### src/rtl/exmem_latch_gen_if.sv
// exmem_latch_gen_if
// Bundles the stage-control, memory-completion, payload and status signals of
// the EX/MEM pipeline latch.
//
// Signals (driven by master, read by slave unless noted):
//   en_i        stage advance enable (ihit)
//   flush_i     flush request, effective only together with en_i
//   stall_i     hazard stall
//   dhit_i      data memory completion
//   in_valid    incoming instruction valid
//   in_payload  incoming payload, DATA_W bits
//   in_req      incoming memory request vector, REQ_W bits
//   out_valid   registered valid                     (slave -> master)
//   out_payload registered payload                   (slave -> master)
//   out_req     registered request, cleared when done (slave -> master)
//   busy_o      request outstanding                  (slave -> master)
//   done_o      one-cycle completion pulse           (slave -> master)
//   wait_cnt_o  saturating wait-cycle count          (slave -> master)
interface exmem_latch_gen_if #(
    parameter int DATA_W = 160,
    parameter int REQ_W  = 2,
    parameter int CNT_W  = 8
);
    logic              en_i;
    logic              flush_i;
    logic              stall_i;
    logic              dhit_i;
    logic              in_valid;
    logic [DATA_W-1:0] in_payload;
    logic [REQ_W-1:0]  in_req;
    logic              out_valid;
    logic [DATA_W-1:0] out_payload;
    logic [REQ_W-1:0]  out_req;
    logic              busy_o;
    logic              done_o;
    logic [CNT_W-1:0]  wait_cnt_o;

    modport master (
        output en_i, flush_i, stall_i, dhit_i, in_valid, in_payload, in_req,
        input  out_valid, out_payload, out_req, busy_o, done_o, wait_cnt_o
    );

    modport slave (
        input  en_i, flush_i, stall_i, dhit_i, in_valid, in_payload, in_req,
        output out_valid, out_payload, out_req, busy_o, done_o, wait_cnt_o
    );
endinterface

### src/rtl/exmem_latch_gen.sv
// exmem_latch_gen
// EX/MEM pipeline latch. Registers payload, valid and a memory request vector,
// tracks the outstanding request and freezes the stage until dhit_i arrives.
// Supports flush (abort), hold/bubble stall modes and a saturating wait counter.
//
// Ports:
//   CLK   rising-edge clock
//   nRST  synchronous active-low reset
//   bus   exmem_latch_gen_if.slave (controls, payload in/out, status)
//
// state | meaning
// IDLE  | no request outstanding, out_req == 0
// PEND  | out_req != 0, waiting for dhit_i
module exmem_latch_gen #(
    parameter int DATA_W     = 160,
    parameter int REQ_W      = 2,
    parameter int CNT_W      = 8,
    parameter int STALL_MODE = 0
) (
    input  logic CLK,
    input  logic nRST,
    exmem_latch_gen_if.slave bus
);
    typedef enum logic {IDLE = 1'b0, PEND = 1'b1} state_t;

    localparam logic [CNT_W-1:0] CNT_MAX = '1;
    localparam logic [CNT_W-1:0] CNT_ONE = {{(CNT_W-1){1'b0}}, 1'b1};

    state_t            state_q, state_d;
    logic              valid_q, valid_d;
    logic [DATA_W-1:0] payload_q, payload_d;
    logic [REQ_W-1:0]  req_q, req_d;
    logic              done_q, done_d;
    logic [CNT_W-1:0]  cnt_q, cnt_d;

    logic              pend;
    logic              adv;
    logic              flush_eff;
    logic [REQ_W-1:0]  load_req;
    logic              load_pend;

    assign pend      = (state_q == PEND);
    assign flush_eff = bus.flush_i & bus.en_i;
    // While a request is outstanding the stage may only move on the completing cycle.
    assign adv       = bus.en_i & ~bus.stall_i & (~pend | bus.dhit_i);
    // An invalid instruction must never start a memory request.
    assign load_req  = bus.in_valid ? bus.in_req : '0;
    assign load_pend = |load_req;

    always_ff @(posedge CLK) begin
        if (!nRST) begin
            state_q <= IDLE;
        end else begin
            state_q <= state_d;
        end
    end

    always_comb begin
        state_d = state_q;
        if (flush_eff) begin
            state_d = IDLE;
        end else if (adv) begin
            state_d = load_pend ? PEND : IDLE;
        end else if (pend && bus.dhit_i) begin
            state_d = IDLE;
        end
    end

    always_comb begin
        valid_d   = valid_q;
        payload_d = payload_q;
        req_d     = req_q;
        cnt_d     = cnt_q;
        done_d    = 1'b0;
        if (flush_eff) begin
            // Aborted requests do not report completion.
            valid_d   = 1'b0;
            payload_d = '0;
            req_d     = '0;
            cnt_d     = '0;
        end else if (adv) begin
            valid_d   = bus.in_valid;
            payload_d = bus.in_payload;
            req_d     = load_req;
            cnt_d     = '0;
            // adv out of PEND implies dhit_i, so the old request completes here.
            done_d    = pend;
        end else if (pend && bus.dhit_i) begin
            req_d  = '0;
            done_d = 1'b1;
        end else if (pend) begin
            if (cnt_q != CNT_MAX) begin
                cnt_d = cnt_q + CNT_ONE;
            end
        end else if (bus.en_i && bus.stall_i && (STALL_MODE == 1)) begin
            // Bubble: kill the instruction but keep the payload bits.
            valid_d = 1'b0;
            req_d   = '0;
        end
    end

    always_ff @(posedge CLK) begin
        if (!nRST) begin
            valid_q   <= 1'b0;
            payload_q <= '0;
            req_q     <= '0;
            done_q    <= 1'b0;
            cnt_q     <= '0;
        end else begin
            valid_q   <= valid_d;
            payload_q <= payload_d;
            req_q     <= req_d;
            done_q    <= done_d;
            cnt_q     <= cnt_d;
        end
    end

    assign bus.out_valid   = valid_q;
    assign bus.out_payload = payload_q;
    assign bus.out_req     = req_q;
    assign bus.busy_o      = pend;
    assign bus.done_o      = done_q;
    assign bus.wait_cnt_o  = cnt_q;
endmodule

### src/flat_wrapper.sv
// flat-port wrapper written by rule: the top's interface ports become plain ports
module exmem_latch_gen_flat 
#(
    parameter int DATA_W     = 160,
    parameter int REQ_W      = 2,
    parameter int CNT_W      = 8,
    parameter int STALL_MODE = 0
)
  (CLK, nRST, bus_en_i, bus_flush_i, bus_stall_i, bus_dhit_i, bus_in_valid, bus_in_payload, bus_in_req, bus_out_valid, bus_out_payload, bus_out_req, bus_busy_o, bus_done_o, bus_wait_cnt_o);
  exmem_latch_gen_if #(.DATA_W(DATA_W), .REQ_W(REQ_W), .CNT_W(CNT_W)) bus_i ();
  input  logic CLK;
  input  logic nRST;
  input wire logic [$bits(bus_i.en_i)-1:0] bus_en_i;
  input wire logic [$bits(bus_i.flush_i)-1:0] bus_flush_i;
  input wire logic [$bits(bus_i.stall_i)-1:0] bus_stall_i;
  input wire logic [$bits(bus_i.dhit_i)-1:0] bus_dhit_i;
  input wire logic [$bits(bus_i.in_valid)-1:0] bus_in_valid;
  input wire logic [$bits(bus_i.in_payload)-1:0] bus_in_payload;
  input wire logic [$bits(bus_i.in_req)-1:0] bus_in_req;
  output wire logic [$bits(bus_i.out_valid)-1:0] bus_out_valid;
  output wire logic [$bits(bus_i.out_payload)-1:0] bus_out_payload;
  output wire logic [$bits(bus_i.out_req)-1:0] bus_out_req;
  output wire logic [$bits(bus_i.busy_o)-1:0] bus_busy_o;
  output wire logic [$bits(bus_i.done_o)-1:0] bus_done_o;
  output wire logic [$bits(bus_i.wait_cnt_o)-1:0] bus_wait_cnt_o;
  assign bus_i.en_i = bus_en_i;
  assign bus_i.flush_i = bus_flush_i;
  assign bus_i.stall_i = bus_stall_i;
  assign bus_i.dhit_i = bus_dhit_i;
  assign bus_i.in_valid = bus_in_valid;
  assign bus_i.in_payload = bus_in_payload;
  assign bus_i.in_req = bus_in_req;
  assign bus_out_valid = bus_i.out_valid;
  assign bus_out_payload = bus_i.out_payload;
  assign bus_out_req = bus_i.out_req;
  assign bus_busy_o = bus_i.busy_o;
  assign bus_done_o = bus_i.done_o;
  assign bus_wait_cnt_o = bus_i.wait_cnt_o;
  exmem_latch_gen #(.DATA_W(DATA_W), .REQ_W(REQ_W), .CNT_W(CNT_W), .STALL_MODE(STALL_MODE)) u_core (.CLK(CLK), .nRST(nRST), .bus(bus_i));
endmodule
### config.mk
export PLATFORM = sky130hd
export DESIGN_NAME = exmem_latch_gen_flat
export DESIGN_NICKNAME = d
export VERILOG_FILES = /design/src/rtl/exmem_latch_gen_if.sv /design/src/rtl/exmem_latch_gen.sv /design/src/flat_wrapper.sv
export SDC_FILE = /design/constraint.sdc
export NUM_CORES = 1
export LEC_CHECK = 0
export BUFFER_PORTS_ARGS = -buffer_cell sky130_fd_sc_hd__buf_4
export CAP_MARGIN = 5
export CORE_AREA = 2 2 133 135
export DETAILED_ROUTE_END_ITERATION = 8
export DIE_AREA = 0 0 135 137
export PLACE_DENSITY = 0.67
export SYNTH_ARGS = -nofsm -noshare
export SYNTH_HDL_FRONTEND = slang
export SYNTH_SLANG_ARGS = --single-unit
### constraint.sdc
create_clock -name CLK -period 1.5 [get_ports CLK]
set_input_delay 0.3 -clock CLK [delete_from_list [all_inputs] [get_ports CLK]]
set_output_delay 0.3 -clock CLK [all_outputs]
set_load 0.02 [all_outputs]
After elaboration in Yosys (flattened, before gate mapping)
Index checks and enable logic that the tools add are counted.
Cells by class
  add/subtract/negate cells: 1
  eq/ne operators: 1
  reductions and logical operators: 6
  mux-type cells: 8
  bitwise gates (word level): 8
Operator list (count)
  $add A8 B1 Y8 const B: 1
  $ne A8 B8 Y1 const B: 1
  $mux W2: 3
  $mux W1: 5
  $not A1 Y1: 4
  $reduce_or A2 Y1: 2
  $and A1 B1 Y1: 3
  $reduce_and A3 Y1: 1
  $reduce_or A3 Y1: 1
  $reduce_bool A2 Y1: 1
  $logic_and A1 B1 Y1: 1
  $or A1 B1 Y1: 1
Storage, ports and cells
  output and inout port bits: 173
  logic and storage cells: 30
  flip-flop bits (word level): 173
  bits of input ports: 169

Longest topological paths before layout
  depth after elaboration: 4
  gate-level depth with buffers: 6

Worst setup path after synthesis
Ideal clock, no wire load.
  path kind: reg2reg
  start: register u_core.cnt_q[0] (netlist: u_core.bus.wait_cnt_o[0])
  end: register u_core.cnt_q[1] (netlist: u_core.bus.wait_cnt_o[1])
  library setup time: 115 ps
  stages on the path, launching flop included: 6
  arrival: 1386 ps
  buffers on the path: 0
  clock period less this slack: 1501 ps
  slack: -1 ps
  cells stage by stage: dfxtp_1 -> ha_1 -> nand2_1 -> o31ai_2 -> mux2i_1 -> nor2_1
On the way
  cells in the longest elaborated chain, start to end: 2
Ends and longest elaborated chain
  start: declaration: line exmem_latch_gen.sv:34  | logic [CNT_W-1:0] cnt_q, cnt_d;
  start signal: assignment: line exmem_latch_gen.sv:114  | cnt_q <= cnt_d;
  parallel branches: the longest is 2 deep, another holds $add A8 B1 Y8
Parallel ways; which one is timed is not known.
A chain may end at the register's enable or synchronous reset.

Worst setup path in the final report
  start: register u_core.state_q (netlist: u_core.bus.busy_o)
  end: register u_core.state_q (netlist: u_core.bus.busy_o)
On the way
  cells in the longest elaborated chain, start to end: 4
Ends and longest elaborated chain
  start: declaration: line exmem_latch_gen.sv:29  | state_t state_q, state_d;
  start signal: assignment: line exmem_latch_gen.sv:54  | state_q <= state_d;
  $not A1 Y1: line exmem_latch_gen.sv:45  | assign adv = bus.en_i & ~bus.stall_i & (~pend | bus.dhit_i);
  $or A1 B1 Y1: line exmem_latch_gen.sv:45
  $and A1 B1 Y1: line exmem_latch_gen.sv:45
  $mux W1 / $reduce_bool A2 Y1 (equally long branches)
Parallel ways exist; a longest one is shown, timed or not.

==> metrics.txt <==
# TYPE chip_impl_metric gauge
chip_impl_metric{name="gp_routability_congestion",unit=""} 0.802
chip_impl_metric{name="comb_power_share",unit="%"} 13.4
chip_impl_info{name="rsz0062_at_grt",value="false"} 1
chip_impl_metric{name="gr_met1_demand_resource",unit="%"} 22.8
chip_impl_metric{name="grt_start_max_net_pins",unit=""} 45
chip_impl_metric{name="psw",unit="mW"} 2.65
chip_impl_metric{name="synthDistinctLibCells",unit=""} 31
chip_impl_metric{name="clkLatencyLatePin",unit="ns"} 0.43
chip_impl_metric{name="grt_remaining_overflow",unit=""} 0
chip_impl_info{name="synth_area_leaders",value="dfxtp_1 56%, nand2_1 20%, a21oi_1 14%"} 1
chip_impl_metric{name="area.growth.synth_to_final",unit="%"} 58.6
chip_impl_metric{name="starting_density",unit="%"} 36.1
chip_impl_info{name="clockRootBuffer",value="clkbuf_16"} 1
chip_impl_metric{name="cts_inserted_buffers",unit=""} 17
chip_impl_metric{name="netlist_instances",unit=""} 760
chip_impl_metric{name="final.setup.worst_slack",unit="ns"} 0.0929
chip_impl_metric{name="finalCritPeriodShare",unit="%"} 93.8
chip_impl_metric{name="die-height",unit="um"} 137
chip_impl_metric{name="cts-htree-levels",unit=""} 4
chip_impl_metric{name="floorplan.die_area",unit="um^2"} 18500
chip_impl_metric{name="dp.final_hpwl",unit="mm"} 14.3
chip_impl_metric{name="vias_per_cell",unit=""} 4.58
chip_impl_metric{name="synthArstFlopShare",unit="%"} 0
chip_impl_info{name="run_status",value="completed"} 1
chip_impl_metric{name="period_minus_slack",unit="ns"} 1.41
chip_impl_metric{name="seqCellArea",unit="um^2"} 3470
chip_impl_metric{name="grtUsageMet2",unit="%"} 33.4
chip_impl_metric{name="first_pass_grt_wire_length",unit="mm"} 29.0
chip_impl_metric{name="yosysSeqAreaShare",unit="%"} 56.3
chip_impl_info{name="cts_tree",value="yes"} 1
chip_impl_metric{name="fill_cells",unit=""} 1620
chip_impl_metric{name="swShare",unit="%"} 25.3
chip_impl_metric{name="avg_synthesized_cell_area",unit="um^2"} 8.09
chip_impl_metric{name="routed-via-count",unit=""} 6160
chip_impl_metric{name="gr-usage-all-layers",unit="%"} 19.8
chip_impl_metric{name="synthesis.yosys.warnings",unit=""} 0
chip_impl_metric{name="max-vdd-ir-drop",unit="mV"} 0.762
chip_impl_metric{name="power_leakage",unit="nW"} 4.27
chip_impl_metric{name="placedInstanceArea",unit="um^2"} 9120
chip_impl_metric{name="critical_path_peak_fanout",unit=""} 9
chip_impl_metric{name="num_antenna_cells",unit=""} 0
chip_impl_info{name="worstHoldPathType",value="in2reg"} 1
chip_impl_info{name="synth.largest_area_cell",value="dfxtp_1"} 1
chip_impl_metric{name="core-area",unit="um^2"} 17100
chip_impl_metric{name="timing.slew.headroom",unit="%"} 80.9
chip_impl_metric{name="achievable-frequency",unit="MHz"} 711
chip_impl_metric{name="dpl_worst_slack",unit="ns"} 0.0204
chip_impl_metric{name="finish.instance_area",unit="um^2"} 9750
chip_impl_metric{name="drtIter0Drc",unit=""} 372
chip_impl_metric{name="route.final.wire_length",unit="mm"} 19.1
chip_impl_metric{name="final_max_slew_viol_count",unit=""} 0
chip_impl_metric{name="syn-num-nets",unit=""} 930
chip_impl_metric{name="p_seq_share",unit="%"} 46.1
chip_impl_metric{name="clkPwrFrac",unit="%"} 40.6
chip_impl_metric{name="clock_skew",unit="ns"} 0.00684
chip_impl_metric{name="yosys_register_bits",unit=""} 173
chip_impl_metric{name="setup_viol_count_final",unit=""} 0
chip_impl_info{name="grt.busiest_layer",value="met2"} 1
chip_impl_metric{name="mappedNetlistArea",unit="um^2"} 6150
chip_impl_metric{name="finalHoldWorstSlack",unit="ns"} 0.111
chip_impl_metric{name="post-place-cells",unit=""} 1312
chip_impl_metric{name="internal_power",unit="mW"} 7.83
chip_impl_metric{name="nNetsFinal",unit=""} 1277
chip_impl_metric{name="wl_per_cell",unit="um"} 14.2
chip_impl_metric{name="floorplan.die.width",unit="um"} 135
chip_impl_metric{name="worst_ep_arrival_time",unit="ns"} 1.76
chip_impl_metric{name="post-cts-setup-buffers",unit=""} 0
chip_impl_info{name="critPathLaunchType",value="register"} 1
chip_impl_info{name="path_class",value="reg2reg"} 1
chip_impl_metric{name="power_per_cell_area",unit="nW/um^2"} 1070
chip_impl_metric{name="num_rows",unit=""} 48
chip_impl_metric{name="final_cells",unit=""} 1345
chip_impl_metric{name="pin_count",unit=""} 342
chip_impl_info{name="yosys.cell_count.top_type",value="nand2_1"} 1
chip_impl_metric{name="max_cap_viol_count",unit=""} 0
chip_impl_metric{name="count_of_flip_flops_with_a_built_in_enable_after_synthesis",unit=""} 0
chip_impl_metric{name="first_pass_iters",unit=""} 4
chip_impl_metric{name="port-buffer-count",unit=""} 341
chip_impl_metric{name="ctsLongestPathBuffers",unit=""} 2
chip_impl_metric{name="clkSinkCount",unit=""} 173
chip_impl_info{name="end_kind",value="register"} 1
chip_impl_metric{name="number_of_global_route_vias_before_repair",unit=""} 5693
chip_impl_metric{name="hold_viol",unit=""} 0
chip_impl_metric{name="cts.clk_slew.worst_paths",unit="ns"} 0.07
chip_impl_metric{name="remaining_drc_errors",unit=""} 0
chip_impl_metric{name="worstPathRequired",unit="ns"} 1.85
chip_impl_metric{name="layout-drive-gt1-share",unit="%"} 37.9
chip_impl_metric{name="fin_setup_tns",unit="ns"} 0
chip_impl_metric{name="met3_usage_in_global_routing",unit="%"} 6.41
chip_impl_info{name="dominantRegCellSynth",value="dfxtp_1"} 1
chip_impl_metric{name="ant_nets",unit=""} 0
chip_impl_metric{name="worst-slew-pin-transition",unit="ns"} 0.286
chip_impl_metric{name="grt_antenna_before_repair",unit=""} 0
chip_impl_metric{name="multiInputGateArea",unit="um^2"} 2360
chip_impl_info{name="post_synth_most_frequent_cells",value="327 x nand2_1, 173 x dfxtp_1, 166 x a21oi_1, 17 x buf_4, 16 x clkbuf_1"} 1
chip_impl_metric{name="synth_top_area_share",unit="%"} 56.3
-- worst paths after layout --
kind / from / end / slack, ns / cells past startpoint
worst min register to register: u_core.bus.out_payload[48] / u_core.bus.out_payload[48] / 0.45 / 2
worst min-delay path: bus_in_payload[32] / u_core.bus.out_payload[32] / 0.11 / 3
worst max-delay path: u_core.bus.busy_o / u_core.bus.busy_o / 0.09 / 6
worst max register to register: u_core.bus.busy_o / u_core.bus.busy_o / 0.09 / 6
-- registers in the layout, indices dropped and copies added (netlist names) --
register / count
u_core.bus.out_payload: 160
u_core.bus.done_o: 1
u_core.bus.out_valid: 1
u_core.bus.busy_o: 1
u_core.bus.out_req: 2
u_core.bus.wait_cnt_o: 8
-- critical path, stage by stage (launching register included) --
cell	delay, ns
dfxtp_2	0.34
nor2b_2	0.17
nor3b_4	0.21
buf_6	0.21
buf_4	0.13
o211ai_1	0.10
a21oi_1	0.16
-- layer usage --
layer | routed length, um | up-vias
met5 | 0 | -
met4 | 590 | 0
met3 | 1450 | 39
met2 | 9590 | 208
met1 | 7490 | 2755
li1 | - | 3158
-- cell type report --
cell class                 count  area share [%]
sequential                   173            35.5
timing repair buffer         382            31.4
multi-input combinational    531            24.2
clock buffer                  20            4.68
tap                          225            2.89
clock inverter                12            1.15
inverter                       2          0.0770
-- logic make-up after synthesis --
logic type                 Yosys count  synth area share (%)
xor gates and xnor gates             1                 0.142
buffers and inverters               56                  5.78
AOI/OAI and AO/OA                  174                  14.6
muxes                                1                 0.163
DFF                                173                  56.3
and+or+nand+nor                    354                  22.8
adders and majority gates            1                 0.203
-- power groups by stage --
stage	Clock (mW)	Combinational (mW)	Sequential, mW
floorplan	0	0.432	5.12
global placement	0	1.39	4.92
detailed placement	0	1.39	4.93
CTS	4.35	1.40	4.83
global route	4.58	1.52	4.84
finish	4.25	1.40	4.83
-- what timing repair did --
item | CTS | global route
gates resized for setup | 0 | 10
setup endpoints to repair | 0 | 18
hold buffers | 0 | 0
-- placed cells by master (no fill, tap or decap), drive strengths merged, types with 4 or more instances in the layout --
master,n
dfxtp,173
nor3,6
nand2,327
clkinv,7
clkbuf,21
nand3,7
inv,4
a21oi,166
nor2,6
buf,381
-- through the flow --
stage | utilization, % | power, mW
global placement | 53.5 | 6.31
global route | 57.2 | 10.9
CTS | 56.8 | 10.6
floorplan | - | 5.55
detailed placement | 53.5 | 6.32
finish | 57.2 | 10.5
Note: power is estimated with default switching activity, not from simulation.
